$ cat src/rtl/dmem_responder_pkg.sv
// Shared definitions for the data-memory responder.
//   state_t     : FSM state encodings (IDLE=0, WAIT=1, RESP=2)
//   LAT_MIN/MAX : legal range of the response latency
//   lat_clamp   : forces a latency parameter into the legal range
//   misaligned  : word-alignment test on the low two address bits
package dmem_responder_pkg;

    typedef enum logic [1:0] {
        ST_IDLE = 2'd0,
        ST_WAIT = 2'd1,
        ST_RESP = 2'd2
    } state_t;

    localparam int unsigned LAT_MIN = 32'd1;
    localparam int unsigned LAT_MAX = 32'd15;

    // Out-of-range latencies are pulled to the nearest legal value so the
    // 4-bit counter can never be loaded with a wrapped value.
    function automatic int unsigned lat_clamp(input int unsigned lat);
        if (lat < LAT_MIN) begin
            return LAT_MIN;
        end else if (lat > LAT_MAX) begin
            return LAT_MAX;
        end else begin
            return lat;
        end
    endfunction

    function automatic logic misaligned(input logic [1:0] addr_lo);
        return (addr_lo != 2'd0);
    endfunction

endpackage

$ cat src/rtl/dmem_byte_array.sv
// DEPTH x 8 byte storage with a 4-byte big-endian access port.
//   clk   : clock
//   clr   : synchronous clear of every byte
//   we    : commit wdata at addr..addr+3 on this edge
//   addr  : byte address of the most significant byte
//   wdata : store word, [31:24] lands at addr
//   rdata : combinational load word, m[addr] in [31:24]
// Byte indices wrap modulo DEPTH because the sum is kept at ADDR_W bits.
module dmem_byte_array #(
    parameter int unsigned DEPTH  = 32,
    parameter int unsigned ADDR_W = 5
) (
    input  logic              clk,
    input  logic              clr,
    input  logic              we,
    input  logic [ADDR_W-1:0] addr,
    input  logic [31:0]       wdata,
    output logic [31:0]       rdata
);

    logic [7:0] mem [DEPTH];

    // Storage update: clear has priority over a write on the same edge.
    always_ff @(posedge clk) begin
        if (clr) begin
            for (int i = 0; i < int'(DEPTH); i++) begin
                mem[i] <= 8'd0;
            end
        end else if (we) begin
            for (int k = 0; k < 4; k++) begin
                mem[addr + ADDR_W'(k)] <= wdata[31 - 8*k -: 8];
            end
        end else begin
            for (int i = 0; i < int'(DEPTH); i++) begin
                mem[i] <= mem[i];
            end
        end
    end

    // Big-endian gather of the four bytes starting at addr.
    always_comb begin
        rdata = 32'd0;
        for (int k = 0; k < 4; k++) begin
            rdata[31 - 8*k -: 8] = mem[addr + ADDR_W'(k)];
        end
    end

endmodule

$ cat src/rtl/dmem_responder.sv
// Handshaked data-memory responder: accepts one word load/store request,
// waits a fixed latency, then presents a response until it is taken.
//   clk, rst                     : clock, synchronous active-high reset
//   req_valid/req_ready          : request handshake (ready only when idle)
//   req_write/req_addr/req_wdata : request payload
//   resp_valid/resp_ready        : response handshake
//   resp_rdata/resp_err          : load data (0 for stores/errors), misalignment flag
//   busy                         : a transaction is in flight
module dmem_responder
    import dmem_responder_pkg::*;
#(
    parameter int unsigned DEPTH       = 32,
    parameter int unsigned ADDR_W      = 5,
    parameter int unsigned LATENCY     = 2,
    parameter int unsigned ALIGN_CHECK = 1
) (
    input  logic        clk,
    input  logic        rst,
    input  logic        req_valid,
    output logic        req_ready,
    input  logic        req_write,
    input  logic [31:0] req_addr,
    input  logic [31:0] req_wdata,
    output logic        resp_valid,
    input  logic        resp_ready,
    output logic [31:0] resp_rdata,
    output logic        resp_err,
    output logic        busy
);

    localparam logic [3:0] LAT_LOAD = 4'(lat_clamp(LATENCY) - 32'd1);

    state_t              state_r, state_s;
    logic [3:0]          cnt_r, cnt_s;
    logic                write_r;
    logic [ADDR_W-1:0]   addr_r;
    logic [31:0]         wdata_r;
    logic                req_ready_r, resp_valid_r, resp_err_r, busy_r;
    logic [31:0]         resp_rdata_r;

    logic                accept_s, access_s, err_s, we_s;
    logic                acc_write_s;
    logic [ADDR_W-1:0]   acc_addr_s;
    logic [31:0]         acc_wdata_s;
    logic [31:0]         mem_rdata_s;
    logic                unused_addr_s;

    assign unused_addr_s = ^req_addr[31:ADDR_W];

    assign accept_s = req_valid && req_ready_r;

    // The access happens on the edge that enters RESP. With a latency of one
    // that edge is the acceptance edge, so the live request is used instead
    // of the latched copy.
    assign access_s    = (state_r == ST_IDLE) ? (accept_s && (LAT_LOAD == 4'd0))
                                              : ((state_r == ST_WAIT) && (cnt_r == 4'd0));
    assign acc_write_s = (state_r == ST_IDLE) ? req_write : write_r;
    assign acc_addr_s  = (state_r == ST_IDLE) ? req_addr[ADDR_W-1:0] : addr_r;
    assign acc_wdata_s = (state_r == ST_IDLE) ? req_wdata : wdata_r;
    assign err_s       = (ALIGN_CHECK != 32'd0) && misaligned(acc_addr_s[1:0]);
    assign we_s        = access_s && acc_write_s && !err_s;

    dmem_byte_array #(
        .DEPTH  (DEPTH),
        .ADDR_W (ADDR_W)
    ) u_mem (
        .clk   (clk),
        .clr   (rst),
        .we    (we_s),
        .addr  (acc_addr_s),
        .wdata (acc_wdata_s),
        .rdata (mem_rdata_s)
    );

    // Next-state and latency-counter logic.
    always_comb begin
        state_s = state_r;
        cnt_s   = cnt_r;
        case (state_r)
            ST_IDLE: begin
                if (accept_s) begin
                    cnt_s   = LAT_LOAD;
                    state_s = (LAT_LOAD == 4'd0) ? ST_RESP : ST_WAIT;
                end else begin
                    state_s = ST_IDLE;
                end
            end
            ST_WAIT: begin
                if (cnt_r == 4'd0) begin
                    state_s = ST_RESP;
                end else begin
                    cnt_s = cnt_r - 4'd1;
                end
            end
            ST_RESP: begin
                if (resp_ready) begin
                    state_s = ST_IDLE;
                end else begin
                    state_s = ST_RESP;
                end
            end
            default: begin
                state_s = ST_IDLE;
                cnt_s   = 4'd0;
            end
        endcase
    end

    // State, request latch and registered response outputs.
    always_ff @(posedge clk) begin
        if (rst) begin
            state_r      <= ST_IDLE;
            cnt_r        <= 4'd0;
            write_r      <= 1'b0;
            addr_r       <= '0;
            wdata_r      <= 32'd0;
            req_ready_r  <= 1'b1;
            resp_valid_r <= 1'b0;
            resp_rdata_r <= 32'd0;
            resp_err_r   <= 1'b0;
            busy_r       <= 1'b0;
        end else begin
            state_r      <= state_s;
            cnt_r        <= cnt_s;
            req_ready_r  <= (state_s == ST_IDLE);
            busy_r       <= (state_s != ST_IDLE);
            resp_valid_r <= (state_s == ST_RESP);
            if (accept_s) begin
                write_r <= req_write;
                addr_r  <= req_addr[ADDR_W-1:0];
                wdata_r <= req_wdata;
            end else begin
                write_r <= write_r;
                addr_r  <= addr_r;
                wdata_r <= wdata_r;
            end
            if (access_s) begin
                resp_rdata_r <= (!acc_write_s && !err_s) ? mem_rdata_s : 32'd0;
                resp_err_r   <= err_s;
            end else if ((state_r == ST_RESP) && resp_ready) begin
                resp_rdata_r <= 32'd0;
                resp_err_r   <= 1'b0;
            end else begin
                resp_rdata_r <= resp_rdata_r;
                resp_err_r   <= resp_err_r;
            end
        end
    end

    assign req_ready  = req_ready_r;
    assign resp_valid = resp_valid_r;
    assign resp_rdata = resp_rdata_r;
    assign resp_err   = resp_err_r;
    assign busy       = busy_r;

endmodule

$ cat config.mk
export PLATFORM = sky130hd
export DESIGN_NAME = dmem_responder
export DESIGN_NICKNAME = d
export VERILOG_FILES = /design/src/rtl/dmem_responder_pkg.sv /design/src/rtl/dmem_byte_array.sv /design/src/rtl/dmem_responder.sv
export SDC_FILE = /design/constraint.sdc
export NUM_CORES = 1
export LEC_CHECK = 0
export CAP_MARGIN = 20
export CELL_PAD_IN_SITES_DETAIL_PLACEMENT = 0
export CELL_PAD_IN_SITES_GLOBAL_PLACEMENT = 1
export CORE_AREA = 2 2 266 268
export CTS_BUF_LIST = sky130_fd_sc_hd__clkbuf_4 sky130_fd_sc_hd__clkbuf_8 sky130_fd_sc_hd__clkbuf_16
export DETAILED_ROUTE_END_ITERATION = 8
export DIE_AREA = 0 0 268 270
export PLACE_DENSITY_LB_ADDON = 0.1
export SLEW_MARGIN = 25
export SYNTH_ARGS = -nofsm -noshare
export SYNTH_HDL_FRONTEND = slang
export SYNTH_SLANG_ARGS = --single-unit
$ cat constraint.sdc
create_clock -name clk -period 3.6 [get_ports clk]
set_clock_uncertainty 0.05 [all_clocks]
set_input_delay 0.36 -clock clk [delete_from_list [all_inputs] [get_ports clk]]
set_output_delay 0.36 -clock clk [all_outputs]
set_load 0.03 [all_outputs]
* Yosys cells after proc, flatten, opt, wreduce, memory -nomap -nowiden *
Memories as Yosys holds them, arrays and structs flattened.
Index checks and enable logic that the tools add are counted.

word-level totals
  register bits = 80
  latch bits = 0
  bits in writable memories = 256
  memory bits (read-only) = 0
  input bits = 69
  output and inout bits = 36
  memories = 1

cells by class
  add/subtract/negate cells = 4
  $mul = 0
  div/mod/pow operators = 0
  $lt $le $gt $ge = 0
  equal/unequal tests = 6
  shift-type cells = 0
  muxes and demuxes = 68
  bitwise operators = 33
  reductions and logical operators = 20

memories
  name       depth  bits a word  read ports  clocked after Yosys merged registers in  write ports  RTL line               text
  u_mem.mem  32     8            4           0                                        32           dmem_byte_array.sv:21  logic [7:0] mem [DEPTH];

operators by type and width
  kind                                                 number
  2-to-1 mux 8 bit                                     36
  2-to-1 mux 32 bit                                    4
  OR 1 bit                                             32
  OR reduction 8 bit                                   4
  2-to-1 mux 5 bit                                     5
  2-to-1 mux 1 bit                                     17
  one-hot mux 4 bit (3 select lines)                   1
  adder 5 x 2 -> 5 bit, second input constant          2
  2-to-1 mux 4 bit                                     2
  logical AND 1 bit                                    6
  one-hot mux 2 bit (3 select lines)                   1
  nonzero test 2 bit                                   3
  adder 5 x 1 -> 5 bit, second input constant          1
  equality test 2 bit, second input constant           2
  zero test 2 bit                                      2
  zero test 4 bit                                      1
  2-to-1 mux 2 bit                                     2
  inequality test 2 bit, second input constant         2
  subtractor 4 x 1 -> 4 bit, second input constant     1
  AND reduction 3 bit                                  1
  equality test 2 x 1 -> 1 bit, second input constant  1
  zero test 1 bit                                      2
  AND reduction 2 bit                                  1
  inequality test 0 bit                                1
  inverter 1 bit                                       1

* Logic depth before layout (Yosys ltp) *
  depth after elaboration = 11
  gate-level depth with buffers = 15
  depth with buffers taken out = 10

* Hierarchy *
From an unflattened synthesis, not the netlist that was laid out.

unflattened totals
  cells, all modules = 3061
  area, all modules = 29176.7 um2

by module, submodules not included
  module           instances  cells an instance  area an instance (um2)  sequential area each (um2)
  dmem_byte_array  1          2721               25938.6                 7687.4
  dmem_responder   1          340                3238.1                  1601.5

* Worst setup path before layout *
OpenSTA, ideal clock, no wires.

  path kind = reg2reg
  start = reg state_r[0]
  end = mem u_mem.mem[26][0], enable pin
  setup time = 0.335 ns
  arrival time = 3.354 ns
  setup slack = -0.138 ns
  cell stages (with the launch flop) = 14
  path buffers = 7
  path through = dfxtp_1 -> buf_4 -> nor2_4 -> mux2_2 -> inv_1 -> buf_2 -> buf_2 -> buf_2 -> buf_4 -> ha_1 -> clkbuf_1 -> clkbuf_1 -> nand4_1 -> nand2b_1

RTL lines
  what                      RTL line               text
  start: declaration        dmem_responder.sv:33   state_t state_r, state_s;
  start signal: assignment  dmem_responder.sv:123  state_r <= state_s;
  end: declaration          dmem_byte_array.sv:21

* Worst setup path after layout *
  start = reg state_r[0]
  end = reg resp_rdata_r[6] (netlist: resp_rdata[6])

between the ends
  cells in the longest elaborated chain, start to end = 7

RTL lines
  what                                                         RTL line               text
  branches (longest 7 deep; another with memory (32 x 8 bit))  n/a
  end signal: assignment                                       dmem_responder.sv:138  resp_rdata_r <= (!acc_write_s && !err_s) ? mem_rdata_s : 32'd0;
  end signal: assignment                                       dmem_responder.sv:144  resp_rdata_r <= resp_rdata_r;
  end: declaration                                             dmem_responder.sv:39   logic [31:0] resp_rdata_r;

Parallel ways; which one is timed is not known.
A chain may end at the register's enable or synchronous reset.

==> impl_metrics.env <==
export IMPL_cts_buffers=44
export IMPL_synth_most_common_cell="nand2_1"
export IMPL_drt_pre_antenna_iters=5
export IMPL_vias_per_cell=5.83
export IMPL_max_clock_freq_mhz=293
export IMPL_dp_hpwl_um=79200
export IMPL_io_pins=105
export IMPL_path_clk_slew_ps=60
export IMPL_grtUsageTotal_pct=28.8
export IMPL_core_sq_um=69500
export IMPL_grt_pass1_wl_um=144000
export IMPL_dr_total_vias=18500
export IMPL_finalCriticalPeriod_ps=3410
export IMPL_drt_total_wl_um=105000
export IMPL_min_period_over_period_pct=94.7
export IMPL_cp_slowest_cell="dfxtp_1"
export IMPL_r2r_end="resp_rdata[6]"
export IMPL_synth_edf_count=256
export IMPL_hold_path_depth=3
export IMPL_root_buffer="clkbuf_16"
export IMPL_worst_pin_slew_ps=723
export IMPL_wire_per_inst_um=33.1
export IMPL_cts_tree="yes"
export IMPL_crit_fanout=19
export IMPL_initial_core_util_pct=29.7
export IMPL_critical_path_arrival_ps=3880
export IMPL_cp_cell_sequence="buf_4, or2_1, mux2i_2, buf_4, buf_4, xnor2_2, buf_12, a21oi_1, a31oi_2, a2111oi_2, buf_4, a22o_1"
export IMPL_grt_pass1_vias=17900
export IMPL_critical_path_top_delay_family="buffers and inverters"
export IMPL_final_setup_worst_slack_ps=192
export IMPL_synthCells=1963
export IMPL_path_common_cell="buf_4"
export IMPL_dieWidth_um=268
export IMPL_tns_ps=0
export IMPL_setup_viol=0
export IMPL_slew_viol_final=0
export IMPL_drt_iter0_drc=2159
export IMPL_yosysSeqAreaShare_pct=45.0
export IMPL_yosysTopAreaCellShare_pct=37.2
export IMPL_syn_nets=2034
export IMPL_h_tree_depth=2
export IMPL_clk_latency_ps=590
export IMPL_hold_ws_ps=292
export IMPL_grt_max_degree=66
export IMPL_outcome="finished clean"
export IMPL_finalHoldViolCount=0
export IMPL_critPathRequiredTime_ps=4070
export IMPL_holdPathEnd="wdata_r[14]"
export IMPL_post_cts_buffers=0
export IMPL_reg2reg_depth=12
export IMPL_synth_cell_types=81
export IMPL_cap_violations=0
export IMPL_endpoint_kind="flop"
export IMPL_r2r_start="state_r[0]"
export IMPL_grt_antenna_before_repair=3
export IMPL_multi_input_area_sq_um=10600
export IMPL_r2r_slack_ps=190
export IMPL_gp_routability_congestion=0.954
export IMPL_area_growth_syn_to_layout_pct=24.9
export IMPL_nets=2276
export IMPL_cp_start_kind="flop"
export IMPL_ys_warnings_count=0
export IMPL_fill_cells=6935
export IMPL_dp_slack_ps=-185
export IMPL_critPathBufInv=5
export IMPL_drc=0
export IMPL_final_core_util_pct=37.1
export IMPL_yosys_top_cells_area="edfxtp_1, mux4_2, mux2i_1, dfxtp_1, nand2_1"
export IMPL_powerDensity_nw_per_um2=735
export IMPL_slew_headroom_pct=50.5
export IMPL_ys_ff_latch=336
export IMPL_leakage_nw=9.89
export IMPL_clockBufferDepth=3
export IMPL_numClockSinks=336
export IMPL_irDropWorstVdd_mv=0.432
export IMPL_port_buffers=77
export IMPL_startpoint="state_r[0]"
export IMPL_hold_path_class="input pin to flop"
export IMPL_overflow=0
export IMPL_syn_area_sq_um=20700
export IMPL_path_class="flop to flop"
export IMPL_row_count=97
export IMPL_rsz0062_at_grt="no"
export IMPL_dieArea_sq_um=72400
export IMPL_register_area_sq_um=9290
export IMPL_avgSynthCellArea_sq_um=10.5
export IMPL_holdCritStartpoint="req_wdata[14]"
export IMPL_ant_nets=0
export IMPL_synthFlopType="edfxtp_1"
export IMPL_layout_drive_gt1_share_pct=23.2
export IMPL_async_reset_ff_share_pct=0
export IMPL_ys_top_cells_by_count="nand2_1, nor2_1, edfxtp_1"
export IMPL_die_y_um=270
export IMPL_cp_slowest_stage_delay_ps=440
export IMPL_post_synth_top_area_cell="edfxtp_1"
flip-flops by register name, summed over array words and instances, names as in the netlist:
name / count
u_mem.mem: 256
resp_rdata: 32
wdata_r: 32
addr_r: 5
cnt_r: 4
state_r: 2
busy: 1
req_ready: 1
resp_err: 1
resp_valid: 1
write_r: 1
layout by cell type (no fill, tap or decap), types with 31 or more instances in the layout:
cell,count
mux4_2,104
buf_4,251
nand2b_1,31
edfxtp_1,256
dfxtp_1,80
clkdlybuf4s50_1,76
nor2_1,276
clkbuf_16,45
nand3_1,71
a31oi_1,33
mux2i_1,183
a21oi_1,76
a211oi_1,38
nand2_1,291
tightest hold or removal path: cells and delay by family:
kind | cells | cell delay, ps
buf+inv | 1 | 410
compound gates | 1 | 50
simple gates | 1 | 60
routing by layer:
layer	up-vias	routed length, um	GRT usage (%)
li1	7957	-	-
met1	9495	44300	39.2
met2	893	48200	45.5
met3	188	8740	5.56
met4	4	3930	10.2
met5	-	22	0
how the worst max path moves through the flow:
stage,endpoint,slack [ps],cells past startpoint
final,resp_rdata[6],190,12
after global routing,resp_rdata[22],30,9
after CTS,resp_rdata[6],30,10
after detailed placement,resp_rdata[6],-190,10
after global placement,resp_rdata[6],-270,10
after floorplan,u_mem.mem[26][0],7,13
through the flow:
stage               std cells  total power (W)  instance area (sq um)
floorplan                1963          0.00973                  20700
global placement         3097           0.0142                  24300
detailed placement       3099           0.0143                  24300
CTS                      3177           0.0189                  25800
global route             3177           0.0195                  25800
finish                   3181           0.0190                  25800
what timing repair did:
action	CTS	global route
endpoints found under the setup margin	1	1
hold buffers	0	0
resized for setup	1	2
report_power, final:
group	switching, W	total (W)	internal [W]	leakage, nW
Clock	0.00180	0.00455	0.00275	0.741
Sequential	0.000223	0.00464	0.00441	3.30
Combinational	0.00621	0.00978	0.00357	5.86
Total	0.00824	0.0190	0.0107	9.89
cell families after synthesis:
group	Yosys count	share of synthesized area (%)
AND/OR/NAND/NOR	783	16.8
AO/OA/AOI/OAI	362	12.5
flip-flops	336	45.0
multiplexers	301	21.0
buffers and inverters	168	4.16
XOR/XNOR	11	0.466
adder cells (fa/ha/maj)	2	0.121
layout make-up:
| class | instances | area share [%] |
|---|---|---|
| tap | 940 | 4.56 |
| multi-input combinational | 1459 | 41.1 |
| antenna | 4 | 0.0388 |
| sequential | 336 | 36.0 |
| clock inverter | 15 | 0.718 |
| inverter | 8 | 0.126 |
| timing repair buffer | 356 | 12.5 |
| clock buffer | 63 | 4.94 |
Power figures use the tool's default switching activity.
